File: src/rtl/display_mux_pkg.sv
// Shared types and defaults for the multiplexed 7-segment display producer.
// Contents: nibble_t digit type, default digit count / prescaler, index width helper.
package display_pkg;

  typedef logic [3:0] nibble_t;

  localparam int unsigned N_DIG_DEF = 4;
  localparam int unsigned DIV_DEF   = 27000;

  // Width of a counter over n values, never narrower than one bit.
  function automatic int unsigned clog2_min1(input int unsigned n);
    return (n > 1) ? $clog2(n) : 1;
  endfunction

endpackage

File: src/rtl/display_mux_divisor_tick.sv
// Refresh-slot prescaler: counts 0..DIV-1 and raises tick for the cycle in
// which the count sits at DIV-1.
// Ports:
//   clk   in  system clock, rising edge
//   rst_n in  asynchronous active-low reset
//   tick  out 1-cycle pulse, registered, every DIV cycles
module divisor_tick
  import display_pkg::*;
#(
  parameter int unsigned DIV = DIV_DEF
) (
  input  logic clk,
  input  logic rst_n,
  output logic tick
);

  localparam int unsigned      CNT_W = clog2_min1(DIV);
  localparam logic [CNT_W-1:0] LAST  = CNT_W'(DIV - 1);
  localparam logic [CNT_W-1:0] PRE   = CNT_W'(DIV - 2);

  logic [CNT_W-1:0] r_cnt;
  logic [CNT_W-1:0] w_cnt_nxt;
  logic             r_tick;
  logic             w_tick_nxt;

  // Tick is registered one count early so it is high exactly while r_cnt == DIV-1.
  always_comb begin
    w_cnt_nxt  = (r_cnt == LAST) ? '0 : r_cnt + CNT_W'(1);
    w_tick_nxt = (r_cnt == PRE);
  end

  always_ff @(posedge clk or negedge rst_n) begin
    if (!rst_n) begin
      r_cnt  <= '0;
      r_tick <= 1'b0;
    end else begin
      r_cnt  <= w_cnt_nxt;
      r_tick <= w_tick_nxt;
    end
  end

  assign tick = r_tick;

endmodule

File: src/rtl/display_mux.sv
// Scans an N_DIG-digit hex value onto a single shared 7-segment decoder.
// Captured values are double-buffered and only become visible at a frame
// boundary (the tick that ends the last digit slot), so a frame never tears.
// Optional feature: define DISPLAY_MUX_BLANK_EN for leading-zero blanking.
// Ports:
//   clk     in  system clock, rising edge
//   rst_n   in  asynchronous active-low reset
//   dato    in  4*N_DIG value, nibble k -> digit k (digit 0 least significant)
//   cargar  in  1-cycle strobe: capture dato
//   ocupado out a captured value waits for the next frame boundary
//   palabra out current digit nibble for the decoder
//   anodo   out one-hot active-low digit enable
module display_mux
  import display_pkg::*;
#(
  parameter int unsigned N_DIG = N_DIG_DEF,
  parameter int unsigned DIV   = DIV_DEF
) (
  input  logic               clk,
  input  logic               rst_n,
  input  logic [4*N_DIG-1:0] dato,
  input  logic               cargar,
  output logic               ocupado,
  output logic [3:0]         palabra,
  output logic [N_DIG-1:0]   anodo
);

  localparam int unsigned      IDX_W    = clog2_min1(N_DIG);
  localparam int unsigned      DW       = 4 * N_DIG;
  localparam logic [IDX_W-1:0] LAST_IDX = IDX_W'(N_DIG - 1);
  localparam logic [N_DIG-1:0] AN_RST   = ~N_DIG'(1);

  logic             w_tick;
  logic             w_boundary;

  logic [IDX_W-1:0] r_idx,     w_idx_nxt;
  logic [DW-1:0]    r_activo,  w_activo_nxt;
  logic [DW-1:0]    r_pend,    w_pend_nxt;
  logic             r_ocupado, w_ocupado_nxt;
  nibble_t          r_palabra, w_palabra_nxt;
  logic [N_DIG-1:0] r_anodo,   w_anodo_nxt;

  nibble_t          w_nib;
  logic [N_DIG-1:0] w_onehot;
`ifdef DISPLAY_MUX_BLANK_EN
  logic             w_upper_zero;
`endif

  divisor_tick #(.DIV(DIV)) u_div (
    .clk   (clk),
    .rst_n (rst_n),
    .tick  (w_tick)
  );

  // Next-state: scan index, frame-boundary buffer swap, and slot outputs.
  always_comb begin
    w_idx_nxt     = r_idx;
    w_activo_nxt  = r_activo;
    w_pend_nxt    = r_pend;
    w_ocupado_nxt = r_ocupado;
    w_palabra_nxt = r_palabra;
    w_anodo_nxt   = r_anodo;
    w_nib         = '0;
    w_onehot      = '0;
`ifdef DISPLAY_MUX_BLANK_EN
    w_upper_zero  = 1'b1;
`endif

    w_boundary = w_tick && (r_idx == LAST_IDX);

    if (w_tick) begin
      w_idx_nxt = w_boundary ? '0 : r_idx + IDX_W'(1);
    end

    // A strobe landing on the boundary bypasses the pending buffer entirely.
    if (w_boundary) begin
      if (cargar) begin
        w_activo_nxt = dato;
      end else if (r_ocupado) begin
        w_activo_nxt = r_pend;
      end
      w_ocupado_nxt = 1'b0;
    end else if (cargar) begin
      w_pend_nxt    = dato;
      w_ocupado_nxt = 1'b1;
    end

    // Slot outputs come from the post-swap value so digit 0 of a new frame is already fresh.
    for (int unsigned k = 0; k < N_DIG; k++) begin
      if (IDX_W'(k) == w_idx_nxt) begin
        w_nib       = w_activo_nxt[4*k +: 4];
        w_onehot[k] = 1'b1;
      end
`ifdef DISPLAY_MUX_BLANK_EN
      if ((IDX_W'(k) >= w_idx_nxt) && (w_activo_nxt[4*k +: 4] != 4'h0)) begin
        w_upper_zero = 1'b0;
      end
`endif
    end

    if (w_tick) begin
      w_palabra_nxt = w_nib;
`ifdef DISPLAY_MUX_BLANK_EN
      // Digit 0 is never blanked so an all-zero value still shows one "0".
      w_anodo_nxt = ((w_idx_nxt != '0) && w_upper_zero) ? '1 : ~w_onehot;
`else
      w_anodo_nxt = ~w_onehot;
`endif
    end
  end

  always_ff @(posedge clk or negedge rst_n) begin
    if (!rst_n) begin
      r_idx     <= '0;
      r_activo  <= '0;
      r_pend    <= '0;
      r_ocupado <= 1'b0;
      r_palabra <= '0;
      r_anodo   <= AN_RST;
    end else begin
      r_idx     <= w_idx_nxt;
      r_activo  <= w_activo_nxt;
      r_pend    <= w_pend_nxt;
      r_ocupado <= w_ocupado_nxt;
      r_palabra <= w_palabra_nxt;
      r_anodo   <= w_anodo_nxt;
    end
  end

  assign ocupado = r_ocupado;
  assign palabra = r_palabra;
  assign anodo   = r_anodo;

endmodule

File: config.mk
export PLATFORM = sky130hd
export DESIGN_NAME = display_mux
export DESIGN_NICKNAME = d
export VERILOG_FILES = /design/src/rtl/display_mux_pkg.sv /design/src/rtl/display_mux_divisor_tick.sv /design/src/rtl/display_mux.sv
export SDC_FILE = /design/constraint.sdc
export NUM_CORES = 1
export LEC_CHECK = 0
export BUFFER_PORTS_ARGS = -buffer_cell sky130_fd_sc_hd__buf_2
export CAP_MARGIN = 20
export CORE_ASPECT_RATIO = 1.25
export CORE_MARGIN = 5
export CORE_UTILIZATION = 41
export DETAILED_ROUTE_END_ITERATION = 6
export PLACE_DENSITY = 0.59
export SLEW_MARGIN = 20
export SYNTH_ARGS = -nofsm -noshare
export SYNTH_HDL_FRONTEND = slang
export SYNTH_SLANG_ARGS = --single-unit
File: constraint.sdc
create_clock -name clk -period 4.85 [get_ports clk]
set_clock_uncertainty 0.05 [all_clocks]
set_input_delay 0.97 -clock clk [delete_from_list [all_inputs] [get_ports clk]]
set_output_delay 0.97 -clock clk [all_outputs]
set_load 0.03 [all_outputs]
# == Word level (Yosys, flattened, before mapping) ==
# Cells that the tools add are included.
# totals
reg_bits,59
word_cells,38
# classes
addsub,2
eq_ne,6
mux,16
n_bitwise,2
reduce_logical,4
# op_table
op,n
16-bit two-way mux,3
15-bit == test (second input constant),2
4-bit two-way mux,4
15-bit by 1-bit adder with 15-bit output (second input constant),1
15-bit two-way mux,1
1-bit two-way mux,6
2-bit == test (first input constant),2
2-bit two-way mux,2
4-bit inverter,1
2-bit by 1-bit adder with 2-bit output (second input constant),1
1-bit by 2-bit == test with 1-bit output (first input constant),1
2-bit == test (second input constant),1
2-bit logical NOT,1
2-bit AND reduction,1
2-bit nonzero test,1
1-bit logical AND,1
1-bit inverter,1

# == Longest topological paths before layout ==
# logic_depth
depth_word,9
ltp_mapped,7
ltp_nobuf,6

# == Hierarchy ==
# From an unflattened synthesis, not the netlist that was laid out.
# hier_totals
cells_unflattened,276
hier_area_um2,2989.1
# modules_own_cells
mod,n_inst,cells_per_inst,area_each_um2
display_mux,1,204,2213.4
divisor_tick,1,72,775.7

# == Worst setup path before layout ==
# No wires, ideal clock.
# synth_path
path_kind,input port to flip-flop
start,input cargar
end,register r_palabra[0] (netlist: palabra[0])
setup_ns,0.121
arrival_time_ns,1.955
path_slack_ns,2.723
cell_stages,7
path_cell_list,buf_6 > and3_1 > buf_2 > a22oi_1 > o21ai_0 > a22o_1 > o22a_1
# synth_between
elab_cells_between_ends,6
# synth_lines
item,line,rtl
start: declaration,display_mux.sv:22,"input logic cargar,"
16-bit two-way mux,display_mux.sv:77,if (cargar) begin
16-bit two-way mux,display_mux.sv:76,if (w_boundary) begin
net w_activo_nxt[4],display_mux.sv:37,"logic [DW-1:0] r_activo, w_activo_nxt;"
4-bit two-way mux (3 in series),display_mux.sv:90,if (IDX_W'(k) == w_idx_nxt) begin
end signal: assignment,display_mux.sv:125,r_palabra <= w_palabra_nxt;
end: declaration,display_mux.sv:40,"nibble_t r_palabra, w_palabra_nxt;"
# The timed path passes the listed nets, and every way through them passes these cells.
# A chain may end at the register's enable or synchronous reset.

# == Worst setup path after layout ==
# layout_path
start,register r_ocupado (netlist: ocupado)
end,output ocupado
# layout_lines
item,line,rtl
start: declaration,display_mux.sv:39,"logic r_ocupado, w_ocupado_nxt;"
start signal: assignment,display_mux.sv:124,r_ocupado <= w_ocupado_nxt;
end: declaration,display_mux.sv:23,"output logic ocupado,"
# No word-level cell between the ends.

==> summary.md <==
| Metric | Value |
|---|---|
| Status | completed |
| Avg WL per Cell | between 15 and 20 µm |
| Syn Inst Count | 253 |
| Slowest Stage Delay on Critical Path | 0.77 ns |
| Root buffer cell | clkbuf_8 |
| Worst setup EP type | primary output |
| Psw | 0.000222 W |
| Worst Tran Pin Value | 0.748 ns |
| PnR worst setup slack | 2.41 ns |
| Area Growth Syn to Fin | 12.5% |
| Register area share after synthesis | 0.536 |
| Period utilization | 0.504 |
| Cell variety after synth | 46 |
| Worst Path Buf+Inv | 1 |
| Via count | a little under 2000 |
| Fin area | 3110 µm² |
| Vias in the first global route | ~2000 |
| Critical path cell sequence | buf_2 |
| GRT Total Usage | 0.150 |
| Count leader, synth | dfrtp_1 |
| Number of max-cap violations | 0 |
| TritonCTS buffer count | 9 |
| Yosys top cell area share | 0.507 |
| GPL Wtd Cong | between 0.7 and 0.8 |
| Worst-path clk slew | approximately 0.070 ns |
| Syn Nets | 275 |
| Dpl cell area | around 3000 µm² |
| First-pass GRT wire length | 9.92 mm |
| Clock Path Buffers | 2 |
| Final TNS setup | 0 ns |
| Tot Pwr | between 0.0009 and 0.001 W |
| Async SR Flop Fraction | 1.00 |
| Core Area | roughly 6600 µm² |
| R2r setup slk | around 2.6 ns |
| Place WS | 2.26 ns |
| Setup Viol. Count Final | 0 |
| EDFF count, synth | 0 |
| Switch share | 0.229 |
| Post-synth top area cell | dfrtp_1 |
| Avg Inst Size Synth | 10.9 µm² |
| Comb pwr share | 0.058 |
| Crit-path max FO | 22 |
| Worst reg2reg path endpoint | palabra[0] |
| Final ANT Viol Nets | 0 |
| Number of diodes | 0 |
| Minimum clock period | 2.44 ns |
| Critical path data arrival time | approximately 1.4 ns |
| Cell Area, Synth | 2760 µm² |
| Synth Flop Type | dfrtp_1 |
| RSZ-0062 raised after global routing | false |
| Worst R2R Path Depth | 6 |
| Required time worst endpoint | about 3.8 ns |
| Post-CTS Setup Bufs | 0 |
| Hold buffers post-CTS | 0 |
| Yosys reg bits | between 50 and 60 |
| Layout cells sized above 1 | 0.239 |
| Internal Pwr Total | 0.000749 W |
| Via density | approximately 5.3 |
| Final hold vios | 0 |
| Die footprint | 8490 µm² |
| Worst skew pair latency | approximately 0.34 ns |
| Top post-synthesis cells by area | dfrtp_1, mux2_2, nor2_1 |
| Die Span X | approximately 83 µm |
| Top post-synthesis cells by count | dfrtp_1, nor2_1, mux2_2 |
| Buffers on Ports | 27 |
| Worst Hold Class | reg2reg |
| Clock share of power | 0.406 |
| Ports | 28 |
| First DRT Iteration DRCs | 117 |
| Drt drc | 0 |
| HPWL Detailed | slightly below 4 mm |
| Reg-to-Reg Start | r_idx[0] |
| Cell Pwr Density | around 310 nW/µm² |
| Fin. max-slew vios | 0 |
| Crit Path Category | reg2out |
| Largest net degree at the start of global routing | 60 |
| Number of gates resized after cts | 0 |
| Initial core utilization | 0.421 |
| Crit-path leading delay family | flip-flops |
| Wirelength, routed | between 5 and 6 mm |
| Seq pwr share | 0.536 |
| Clk sinks | 59 |
| Total gr overflow | 0 |
| Slew margin rel. | 0.502 |
| Initial antenna violation count | 0 |
| Fmax | approximately 400 MHz |
| Yosys warning total | 0 |
| Core Rows | 33 |
| CP Launch Type | flop |
| Leakage power | between 1 and 1.5 nW |
| H-Tree Depth | 3 |
| Setup crit end | ocupado |
| Max VDD drop | between 0.15 and 0.2 mV |
| First-pass DRT Iterations | 4 |
| Worst path slowest cell | dfrtp_1 |
| Fin nets | approximately 300 |
| CTS tree | built |
| Crit. path cell count | 1 |
| DIE HEIGHT | ~100 µm |
| Crit path from | ocupado |
==> layout by cell type, fill, tap and decap left out, drive strengths merged <==
master   n
dfrtp   56
a21bo    2
clkinv   2
a211oi   6
o31a     2
clkbuf  14
o22ai    6
dfstp    3
o211a    1
a221oi   2
nor4     1
o21ai   12
inv      9
mux2    16
buf     28
xnor2    7
nand2b   3
o22a     2
a22oi    7
o31ai    1
nand4    3
and4     1
and3     3
or2b     1
nor2    28
nor4b    1
nor2b    8
nand3    8
a21o     3
a21oi   10
nand2    9
nand3b   1
and2     3
a22o     5
and2b    1
a31oi    6
nor3     4
ha       3
xor2     7
==> flip-flops by register name (all words and copies together) (netlist names) <==
| register | cells |
|---|---|
| ocupado | 1 |
| anodo | 4 |
| r_activo | 16 |
| r_pend | 16 |
| palabra | 4 |
| r_idx | 2 |
| u_div.tick | 1 |
| u_div.r_cnt | 15 |
==> layer usage <==
layer	vias up	track usage	wire [µm]
met5	-	0	0
met4	0	0.0743	131
met3	10	0.0399	263
met2	31	0.257	2950
met1	957	0.174	2370
li1	958	-	-
==> metrics by stage <==
stage,hold slack [ns],util,std cells
global route,0.469,0.473,372
finish,0.440,0.473,372
floorplan,0.401,-,253
CTS,0.441,0.473,372
global placement,0.428,0.447,356
detailed placement,0.432,0.447,356
==> worst min-delay path by stage <==
| stage | start | to | slack [ns] | cells after the start |
|---|---|---|---|---|
| CTS | anodo[3] | anodo[3] | 0.44 | 2 |
| global placement | anodo[3] | anodo[3] | 0.43 | 2 |
| floorplan | u_div.r_cnt[12] | u_div.r_cnt[12] | 0.40 | 1 |
| finish | anodo[3] | anodo[3] | 0.44 | 2 |
| global route | anodo[1] | anodo[1] | 0.47 | 2 |
| detailed placement | anodo[3] | anodo[3] | 0.43 | 2 |
==> power groups by stage <==
stage                     combinational, W  sequential [W]  clock [W]
after floorplan                  0.0000339        0.000527          0
after global placement           0.0000570        0.000529          0
after detailed placement         0.0000579        0.000529          0
after CTS                        0.0000581        0.000521   0.000408
after global routing             0.0000646        0.000522   0.000436
final                            0.0000566        0.000521   0.000394
==> layout make-up <==
class | count | area (µm²)
inverter | 9 | 33.8
timing repair buffer | 28 | 143
clock buffer | 14 | 163
sequential | 59 | 1480
tap | 87 | 109
multi-input combinational | 173 | 1170
fill | 640 | 3460
clock inverter | 2 | 10.0
==> cells by family after synthesis <==
kind of cell | after synthesis | synth area share
AND/OR/NAND/NOR | 75 | 0.139
AO/OA/AOI/OAI | 65 | 0.162
flip-flops | 59 | 0.536
buffers and inverters | 21 | 0.0408
multiplexers | 16 | 0.0652
XOR/XNOR | 14 | 0.0444
adder cells (fa/ha/maj) | 3 | 0.0136
No activity file was read; power rests on OpenSTA's default activity.
